==> src/rtl/thread_pc_sched.sv <==
// Round-robin barrel-thread scheduler and owner of the per-thread PC memory write port.
// It walks the PC memory to STARTUP_ADDR after reset. It then issues one thread per
// cycle, commits execute-stage next-PCs, and applies host halt/resume requests.
module thread_pc_sched #(
   parameter int unsigned            NUM_THREADS  = 16,
   parameter int unsigned            EXE_STAGE    = 7,
   parameter int unsigned            DWIDTH       = 32,
   parameter int unsigned            PC_WIDTH     = 12,
   parameter logic [PC_WIDTH-1:0]    STARTUP_ADDR = '0,
   parameter logic [NUM_THREADS-1:0] ACTIVE_RESET = '1,
   localparam int unsigned           TW           = $clog2(NUM_THREADS)
) (
   input  logic                   clk,
   input  logic                   reset,
   input  logic [DWIDTH-1:0]      i_pc_next,
   input  logic                   i_halt_valid,
   input  logic [TW-1:0]          i_halt_tid,
   input  logic                   i_resume_valid,
   input  logic [TW-1:0]          i_resume_tid,
   input  logic [PC_WIDTH-1:0]    i_resume_pc,
   output logic                   o_resume_ready,
   output logic [TW-1:0]          o_thread_index_fetch,
   output logic                   o_fetch_valid,
   output logic [TW-1:0]          o_thread_index_execute,
   output logic                   o_execute_valid,
   output logic                   o_pc_we,
   output logic [TW-1:0]          o_pc_waddr,
   output logic [PC_WIDTH-1:0]    o_pc_wdata,
   output logic                   o_init_done,
   output logic [NUM_THREADS-1:0] o_active_mask
);

   typedef enum logic {S_INIT, S_RUN} state_t;

   state_t                           state_q, state_d;
   logic [TW-1:0]                    init_cnt_q, init_cnt_d;
   logic                             pend_q, pend_d;
   logic [TW-1:0]                    pend_tid_q, pend_tid_d;
   logic [PC_WIDTH-1:0]              pend_pc_q, pend_pc_d;
   logic [EXE_STAGE-1:0]             pipe_vld;
   logic [EXE_STAGE-1:0][TW-1:0]     pipe_tid;

   logic                             pc_we_d;
   logic [TW-1:0]                    pc_waddr_d;
   logic [PC_WIDTH-1:0]              pc_wdata_d;
   logic                             done_d;
   logic [NUM_THREADS-1:0]           act_d;
   logic [TW-1:0]                    fetch_idx_d;
   logic                             fetch_vld_d;
   logic                             ready_d;

   logic                             halt_acc;
   logic                             res_acc;
   logic                             halt_hits_pend;
   logic                             apply_resume;
   logic                             unused_pc_hi;

   // Only the low PC_WIDTH bits of the next PC are stored.
   assign unused_pc_hi = ^i_pc_next[DWIDTH-1:PC_WIDTH];

   // Host requests only take effect once the scheduler is running.
   assign halt_acc       = o_init_done & i_halt_valid;
   assign res_acc        = o_resume_ready & i_resume_valid;
   assign halt_hits_pend = halt_acc & pend_q & (i_halt_tid == pend_tid_q);
   // A pending resume lands in a dead execute slot of its own thread. That slot cannot
   // collide with a writeback.
   assign apply_resume   = o_init_done & pend_q & ~o_execute_valid &
                           (o_thread_index_execute == pend_tid_q) & ~halt_hits_pend;

   assign o_thread_index_execute = pipe_tid[EXE_STAGE-1];
   assign o_execute_valid        = pipe_vld[EXE_STAGE-1];

   // State register.
   always_ff @(posedge clk or negedge reset) begin
      if (!reset) begin
         state_q <= S_INIT;
      end else begin
         state_q <= state_d;
      end
   end

   // Next state: INIT ends after the last PC address has been written.
   always_comb begin
      state_d = state_q;
      if ((state_q == S_INIT) && (init_cnt_q == TW'(NUM_THREADS - 1))) begin
         state_d = S_RUN;
      end
   end

   // Next values of every registered output and of the bookkeeping state.
   always_comb begin
      init_cnt_d  = init_cnt_q;
      pc_we_d     = 1'b0;
      pc_waddr_d  = '0;
      pc_wdata_d  = '0;
      done_d      = 1'b0;
      act_d       = o_active_mask;
      pend_d      = pend_q;
      pend_tid_d  = pend_tid_q;
      pend_pc_d   = pend_pc_q;
      fetch_idx_d = '0;
      fetch_vld_d = 1'b0;
      ready_d     = 1'b0;
      case (state_q)
         S_INIT: begin
            init_cnt_d = init_cnt_q + TW'(1);
            pc_we_d    = 1'b1;
            pc_waddr_d = init_cnt_q;
            pc_wdata_d = STARTUP_ADDR;
         end
         S_RUN: begin
            done_d = 1'b1;
            if (!o_init_done) begin
               act_d = ACTIVE_RESET;
            end else begin
               if (o_execute_valid) begin
                  pc_we_d    = 1'b1;
                  pc_waddr_d = o_thread_index_execute;
                  pc_wdata_d = i_pc_next[PC_WIDTH-1:0];
               end else if (apply_resume) begin
                  pc_we_d             = 1'b1;
                  pc_waddr_d          = pend_tid_q;
                  pc_wdata_d          = pend_pc_q;
                  act_d[pend_tid_q]   = 1'b1;
               end
               if (halt_hits_pend || apply_resume) begin
                  pend_d = 1'b0;
               end
               // A resume of a live thread, or of one halted in the same cycle, is dropped.
               if (res_acc && !(halt_acc && (i_halt_tid == i_resume_tid)) &&
                   !o_active_mask[i_resume_tid]) begin
                  pend_d     = 1'b1;
                  pend_tid_d = i_resume_tid;
                  pend_pc_d  = i_resume_pc;
               end
               if (halt_acc) begin
                  act_d[i_halt_tid] = 1'b0;
               end
               fetch_idx_d = o_thread_index_fetch + TW'(1);
            end
            fetch_vld_d = act_d[fetch_idx_d];
            ready_d     = ~pend_d;
         end
         default: ;
      endcase
   end

   // Output, bookkeeping and execute-pipe registers.
   always_ff @(posedge clk or negedge reset) begin
      if (!reset) begin
         init_cnt_q           <= '0;
         pend_q               <= 1'b0;
         pend_tid_q           <= '0;
         pend_pc_q            <= '0;
         o_pc_we              <= 1'b0;
         o_pc_waddr           <= '0;
         o_pc_wdata           <= '0;
         o_init_done          <= 1'b0;
         o_active_mask        <= '0;
         o_thread_index_fetch <= '0;
         o_fetch_valid        <= 1'b0;
         o_resume_ready       <= 1'b0;
         pipe_vld             <= '0;
         pipe_tid             <= '0;
      end else begin
         init_cnt_q           <= init_cnt_d;
         pend_q               <= pend_d;
         pend_tid_q           <= pend_tid_d;
         pend_pc_q            <= pend_pc_d;
         o_pc_we              <= pc_we_d;
         o_pc_waddr           <= pc_waddr_d;
         o_pc_wdata           <= pc_wdata_d;
         o_init_done          <= done_d;
         o_active_mask        <= act_d;
         o_thread_index_fetch <= fetch_idx_d;
         o_fetch_valid        <= fetch_vld_d;
         o_resume_ready       <= ready_d;
         pipe_vld[0]          <= o_fetch_valid;
         pipe_tid[0]          <= o_thread_index_fetch;
         for (int i = 1; i < int'(EXE_STAGE); i++) begin
            pipe_vld[i] <= pipe_vld[i-1];
            pipe_tid[i] <= pipe_tid[i-1];
         end
      end
   end

endmodule

==> config.mk <==
export PLATFORM = sky130hd
export DESIGN_NAME = thread_pc_sched
export DESIGN_NICKNAME = d
export VERILOG_FILES = /design/src/rtl/thread_pc_sched.sv
export SDC_FILE = /design/constraint.sdc
export NUM_CORES = 1
export LEC_CHECK = 0
export ABC_AREA = 1
export CORE_AREA = 4 4 138 140
export CTS_CLUSTER_SIZE = 8
export DETAILED_ROUTE_END_ITERATION = 12
export DIE_AREA = 0 0 142 144
export SYNTH_ARGS = -nofsm -noshare
export SYNTH_HDL_FRONTEND = slang
export SYNTH_SLANG_ARGS = --single-unit
==> constraint.sdc <==
create_clock -name clk -period 1.6 [get_ports clk]
set_input_delay 0.4 -clock clk [delete_from_list [all_inputs] [get_ports clk]]
set_output_delay 0.4 -clock clk [all_outputs]
set_load 0.1 [all_outputs]
---- Word-level counts from Yosys, hierarchy flattened ----
Cells that the tools add are included.
storage, ports and cells
  register bits after elaboration ......... 97
  logic and storage cells ................. 95
  output and inout bits ................... 45
  input bits .............................. 56
operators by class
  magnitude comparators ................... 6
  muxes and demuxes ....................... 37
  eq/ne operators ......................... 4
  reductions and logical operators ........ 10
  add/sub/neg operators ................... 2
  bitwise operators ....................... 15
operators by type and width
  operator                                                                       count
  16-bit 2-to-1 mux                                                              7
  12-bit 2-to-1 mux                                                              3
  4-bit 2-to-1 mux                                                               6
  12-bit one-hot mux with 2 select lines                                         1
  4-bit by 5-bit less-than comparator with 1-bit output (second input constant)  4
  16-bit bitwise AND                                                             1
  16-bit inverter                                                                1
  16-bit OR                                                                      1
  1-bit 2-to-1 mux                                                               14
  4-bit equality test                                                            3
  4-bit by 1-bit adder with 4-bit output (second input constant)                 2
  1-bit bitwise AND                                                              8
  1-bit binary-select mux with 4-bit select                                      2
  1-bit demux with 4-bit select                                                  2
  4-bit by 1-bit >= comparator with 1-bit output (second input constant)         2
  4-bit one-hot mux with 2 select lines                                          1
  1-bit logical AND                                                              6
  4-bit equality test (second input constant)                                    1
  1-bit inverter                                                                 4
  3-bit AND reduction                                                            1
  1-bit zero test                                                                2
  1-bit one-hot mux with 2 select lines                                          1
  1-bit logical OR                                                               1

---- Longest topological paths before layout ----
  word-level depth ........................ 16
  depth in mapped cells ................... 18
  mapped depth without buffers ............ 16

---- Worst setup path before layout ----
Ideal clock, no wire load.
  kind .................................... register -> register
  start point ............................. reg o_init_done
  end point ............................... reg o_fetch_valid
  cell stages (with the launch flop) ...... 14
  data arrival time ....................... 2.113 ns
  path slack .............................. -0.585 ns
  period minus slack after synthesis ...... 2.185 ns
  cells stage by stage .................... dfrtp_1 > nand2_1 > nor2_1 > nand3_2 > nor2_4 > nand2_2 > buf_6 > o21ai_2 > nand3_1 > nand3_1 > nand2_1 > nor2_2 > nor2_1 > nor2_1
between the ends
  word-level cells in the longest chain between the ends .. 16
  elaborated cells between the ends (all ways) .. 21
  those cells by class .................... 12 x mux; 9 x bitwise
ends and longest elaborated chain
  element                                        line  RTL
  start, declared                                29    output logic o_init_done,
  start signal, assigned                         173   o_init_done <= done_d;
  1-bit bitwise AND                              62    assign halt_acc = o_init_done & i_halt_valid;
  1-bit bitwise AND (2 in a row)                 64    assign halt_hits_pend = halt_acc & pend_q & (i_halt_tid == pend_tid_q);
  1-bit inverter                                 68    (o_thread_index_execute == pend_tid_q) & ~halt_hits_pend;
  1-bit bitwise AND                              68
  16-bit 2-to-1 mux                              120   end else if (apply_resume) begin
  16-bit 2-to-1 mux                              116   if (o_execute_valid) begin
  16-bit 2-to-1 mux                              113   if (!o_init_done) begin
  16-bit 2-to-1 mux                              104   case (state_q)
  16-bit bitwise AND (no line)                   -
  16-bit 2-to-1 mux                              136   if (halt_acc) begin
  16-bit 2-to-1 mux                              113
  16-bit 2-to-1 mux                              104
  1-bit binary-select mux with 4-bit select (*)  141   fetch_vld_d = act_d[fetch_idx_d];
  1-bit 2-to-1 mux (implied by the code) (*)     141
  1-bit 2-to-1 mux (*)                           104
  net fetch_vld_d                                49    logic fetch_vld_d;
  end signal, assigned                           176   o_fetch_valid <= fetch_vld_d;
  end, declared                                  23    output logic o_fetch_valid,
The timed path passes the listed nets; every way through them passes the cells marked *. The select of a mux whose other input is x is not followed.
A chain may end at the register's enable or synchronous reset.

---- Final worst setup path ----
  start point ............................. reg pend_tid_q[0]
  end point ............................... reg o_fetch_valid
between the ends
  word-level cells in the longest chain between the ends .. 16
  elaborated cells between the ends (all ways) .. 23
  those cells by class .................... 2 x order compare; 2 x eq/ne; 12 x mux; 6 x bitwise; 1 x reduce/logical
ends and longest elaborated chain
  element                                                                                                                                               line  RTL
  start, declared                                                                                                                                       38    logic [TW-1:0] pend_tid_q, pend_tid_d;
  start signal, assigned                                                                                                                                168   pend_tid_q <= pend_tid_d;
  4-bit by 5-bit less-than comparator with 1-bit output (implied by the code) / 4-bit by 1-bit >= comparator with 1-bit output (equally long branches)  124   act_d[pend_tid_q] = 1'b1;
  1-bit logical AND (implied by the code)                                                                                                               124
  1-bit 2-to-1 mux (implied by the code)                                                                                                                124
  1-bit demux with 4-bit select                                                                                                                         124
  16-bit OR (no line)                                                                                                                                   -
  16-bit 2-to-1 mux (*)                                                                                                                                 120
  16-bit 2-to-1 mux (*)                                                                                                                                 116
  16-bit 2-to-1 mux (*)                                                                                                                                 113
  16-bit 2-to-1 mux (*)                                                                                                                                 104
  16-bit bitwise AND (no line)                                                                                                                          -
  16-bit 2-to-1 mux (*)                                                                                                                                 136
  16-bit 2-to-1 mux (*)                                                                                                                                 113
  16-bit 2-to-1 mux (*)                                                                                                                                 104
  1-bit binary-select mux with 4-bit select (*)                                                                                                         141
  1-bit 2-to-1 mux (implied by the code) (*)                                                                                                            141
  1-bit 2-to-1 mux (*)                                                                                                                                  104
  net fetch_vld_d                                                                                                                                       49
Marked as above.

==> results.json <==
{
  "die-area_um2": 20400,
  "rsz0062_at_grt": "true",
  "drv_slew": 0,
  "hp-start": "pipe_tid[11]",
  "min_period_over_period_pct": 116,
  "outcome": "finished with violations",
  "die_h_um": 144,
  "drive_above_1_share_pct": 48.3,
  "wirelength_um": 14700,
  "synth_edf_count": 0,
  "path_clk_slew_ns": 0.07,
  "yosysTopAreaCell": "dfrtp_1",
  "synth_area_leaders": "dfrtp_1 (56%), nand2_1 (8.2%), nand3_1 (6.5%)",
  "root_buffer": "clkbuf_16",
  "whs_ns": 0.349,
  "antenna_left": 0,
  "setup_viol": 52,
  "num_rows": 49,
  "rr_worst_depth": 17,
  "grt_usage_pct": 14.0,
  "worstReg2RegEnd": "o_fetch_valid",
  "grt_pass1_vias": 4240,
  "cap_violations": 0,
  "clk_latency_ns": 0.35,
  "cp.arrival_ns": 2.14,
  "start_kind": "flop",
  "cts_buffers": 9,
  "critPathLaunch": "pend_tid_q[0]",
  "ys_types": 31,
  "reg2reg_slack_ns": -0.25,
  "initial_utilization_pct": 24.5,
  "htree_levels": 3,
  "irDropWorstVdd_mv": 1.39,
  "ys.flop_type": "dfrtp_1",
  "p_leak_nw": 3.53,
  "netlist_area_um2": 4360,
  "area_growth_pct": 76.4,
  "grt_max_degree": 40,
  "drt_iter0_markers": 236,
  "cts_tree": "done",
  "violations": "negative setup slack",
  "gp_congestion": 0.951,
  "antenna_cells": 0,
  "synthCells": 501,
  "seq_area_frac_synth_pct": 55.6,
  "power_density_nw_per_um2": 1480,
  "viasPerCell": 4.63,
  "ys_warn_count": 0,
  "cts_max_path_buffers": 2,
  "synth.top_cell.area_share_pct": 55.6,
  "syn-num-nets": 559,
  "design_area_um2": 7700,
  "setup_slack_ns": -0.254,
  "endpoint": "o_fetch_valid",
  "place_area_um2": 6610,
  "synth_async_sr_flop_share_pct": 100,
  "port_buffers": 80,
  "grt_pass1_wl_um": 22300,
  "wl_per_cell_um": 15.9,
  "crit_required_ns": 1.88,
  "clkSinkCount": 97,
  "synth.avg_cell_area_um2": 8.71,
  "layout_min_cycle_time_ns": 1.85,
  "nets": 747,
  "die_x_um": 142,
  "cp_max_fo": 5,
  "hp-class": "flop to flop",
  "vias": 4269,
  "place_hpwl_um": 10200,
  "drc_errors": 0,
  "fmax_ghz": 0.539,
  "ys_ff_latch": 97,
  "ioPinCount": 101,
  "final_hold_viol_count": 0,
  "coreArea_um2": 17800,
  "max-slew-margin-rel_pct": 71.8,
  "utilization_pct": 43.2,
  "antenna_found_initial": 0,
  "grt_overflow": 0,
  "drt_pass1_iterations": 5,
  "cp-end-kind": "flop",
  "criticalPathCategory": "flop to flop",
  "worstReg2RegStart": "pend_tid_q[0]",
  "fin_total_pwr_w": 0.0114,
  "clock_skew_ns": 0.00760,
  "tightest_slew_ns": 0.419
}
## layout make-up
type,instances,area (um2)
sequential,97,2460
fill,1675,10100
timing repair inverter,1,7.51
multi-input combinational,311,2040
inverter,66,251
clock inverter,6,72.6
timing repair buffer,203,2340
clock buffer,10,239
tap,229,287
## Yosys cell counts (all sizes together) (5+ instances only)
cell and instances:
o22ai 5, buf 18, o21ai 46, nor2 38, nand2 98, a211oi 13
inv 64, a21oi 35, dfrtp 97, clkbuf 9, nand3 58
## cell usage in the layout, fill, tap and decap left out, types with 3 or more instances in the layout
| cell | n |
|---|---|
| buf_4 | 98 |
| dfrtp_1 | 72 |
| nand2_1 | 69 |
| buf_12 | 51 |
| inv_1 | 50 |
| nand3_1 | 38 |
| nor2_1 | 27 |
| clkdlybuf4s50_1 | 25 |
| dfrtp_2 | 23 |
| o21ai_0 | 20 |
| a21oi_1 | 20 |
| nand2_2 | 19 |
| nand3_2 | 17 |
| o21ai_2 | 17 |
| buf_6 | 16 |
| a21oi_2 | 14 |
| inv_2 | 13 |
| clkbuf_16 | 11 |
| nand2_4 | 9 |
| a211oi_1 | 8 |
| nor2_2 | 7 |
| o21ai_1 | 7 |
| dlygate4sd2_1 | 5 |
| xnor2_1 | 4 |
| nor2_4 | 4 |
| a22oi_2 | 4 |
| nand3_4 | 3 |
| a211oi_2 | 3 |
| a22o_1 | 3 |
| o22ai_2 | 3 |
| inv_6 | 3 |
| clkdlybuf4s15_1 | 3 |
## sequential cells by signal, indices dropped and copies added (netlist names), 4 cells and up
signal / count
pend_pc_q: 12
pipe_tid: 24
o_pc_waddr: 4
o_pc_wdata: 12
init_cnt_q: 4
o_thread_index_execute: 4
pipe_vld: 7
o_active_mask: 16
o_thread_index_fetch: 4
pend_tid_q: 4
## worst max-delay path, stage by stage, from the launching register on
cell,delay [ns]
dfrtp_2,0.44
inv_4,0.08
nand2_4,0.06
nand2_2,0.05
clkinv_2,0.04
nand3_2,0.07
nor2_4,0.22
buf_6,0.17
nand3_2,0.08
nand2_2,0.08
nand3_1,0.06
nand2_1,0.06
inv_1,0.04
nand2_1,0.05
nand3_1,0.06
nand3_1,0.07
nand2_1,0.06
nor2_1,0.10
## worst min path at each step
stage | endpoint | slack (ns) | cells past startpoint
after floorplan | init_cnt_q[0] | 0.10 | 0
after global placement | init_cnt_q[0] | 0.30 | 1
after detailed placement | o_pc_waddr[1] | 0.30 | 1
after CTS | o_thread_index_execute[0] | 0.35 | 0
after global routing | o_thread_index_execute[0] | 0.36 | 0
final | pipe_tid[15] | 0.35 | 0
## logic make-up (layout without fill, tap and decap cells)
family,after synthesis,in the layout,synth area share [%]
DFF,97,97,55.6
adders and majority gates,2,2,0.573
AOI/OAI and AO/OA,107,107,14.2
buffers and inverters,93,286,9.20
and+or+nand+nor,197,197,19.4
xor gates and xnor gates,5,5,1.00
## metrics by stage
step                setup WS [ns]  setup TNS (ns)  cells
finish                     -0.254           -5.44    923
floorplan                  -0.194           -3.95    501
CTS                        -0.205           -3.25    913
global placement           -0.905          -35.36    886
global route               -0.394           -8.90    923
detailed placement         -0.862          -35.67    886
## layer usage
layer  vias up  share of wire, %  GRT usage (%)
met2       169                47           22.3
met4         0               2.2           3.28
met5         -                 0              0
li1       2010                 -              -
met1      2065                43           18.7
met3        25               8.1           4.60
## where the power goes
part | total, W | switching [W] | internal [W]
clock | 0.00224 | 0.000970 | 0.00127
combinational | 0.00579 | 0.00349 | 0.00230
sequential | 0.00335 | 0.000387 | 0.00296
## repair_timing
| action | in CTS | in global routing |
|---|---|---|
| pin swaps | 17 | 28 |
| hold endpoints to repair | 14 | 0 |
| gates resized for setup | 65 | 130 |
| setup endpoints to repair | 53 | 56 |
| buffers inserted | 10 | 12 |
| gates cloned | 3 | 3 |
| hold buffers | 1 | 0 |
No activity file was read; power rests on OpenSTA's default activity.
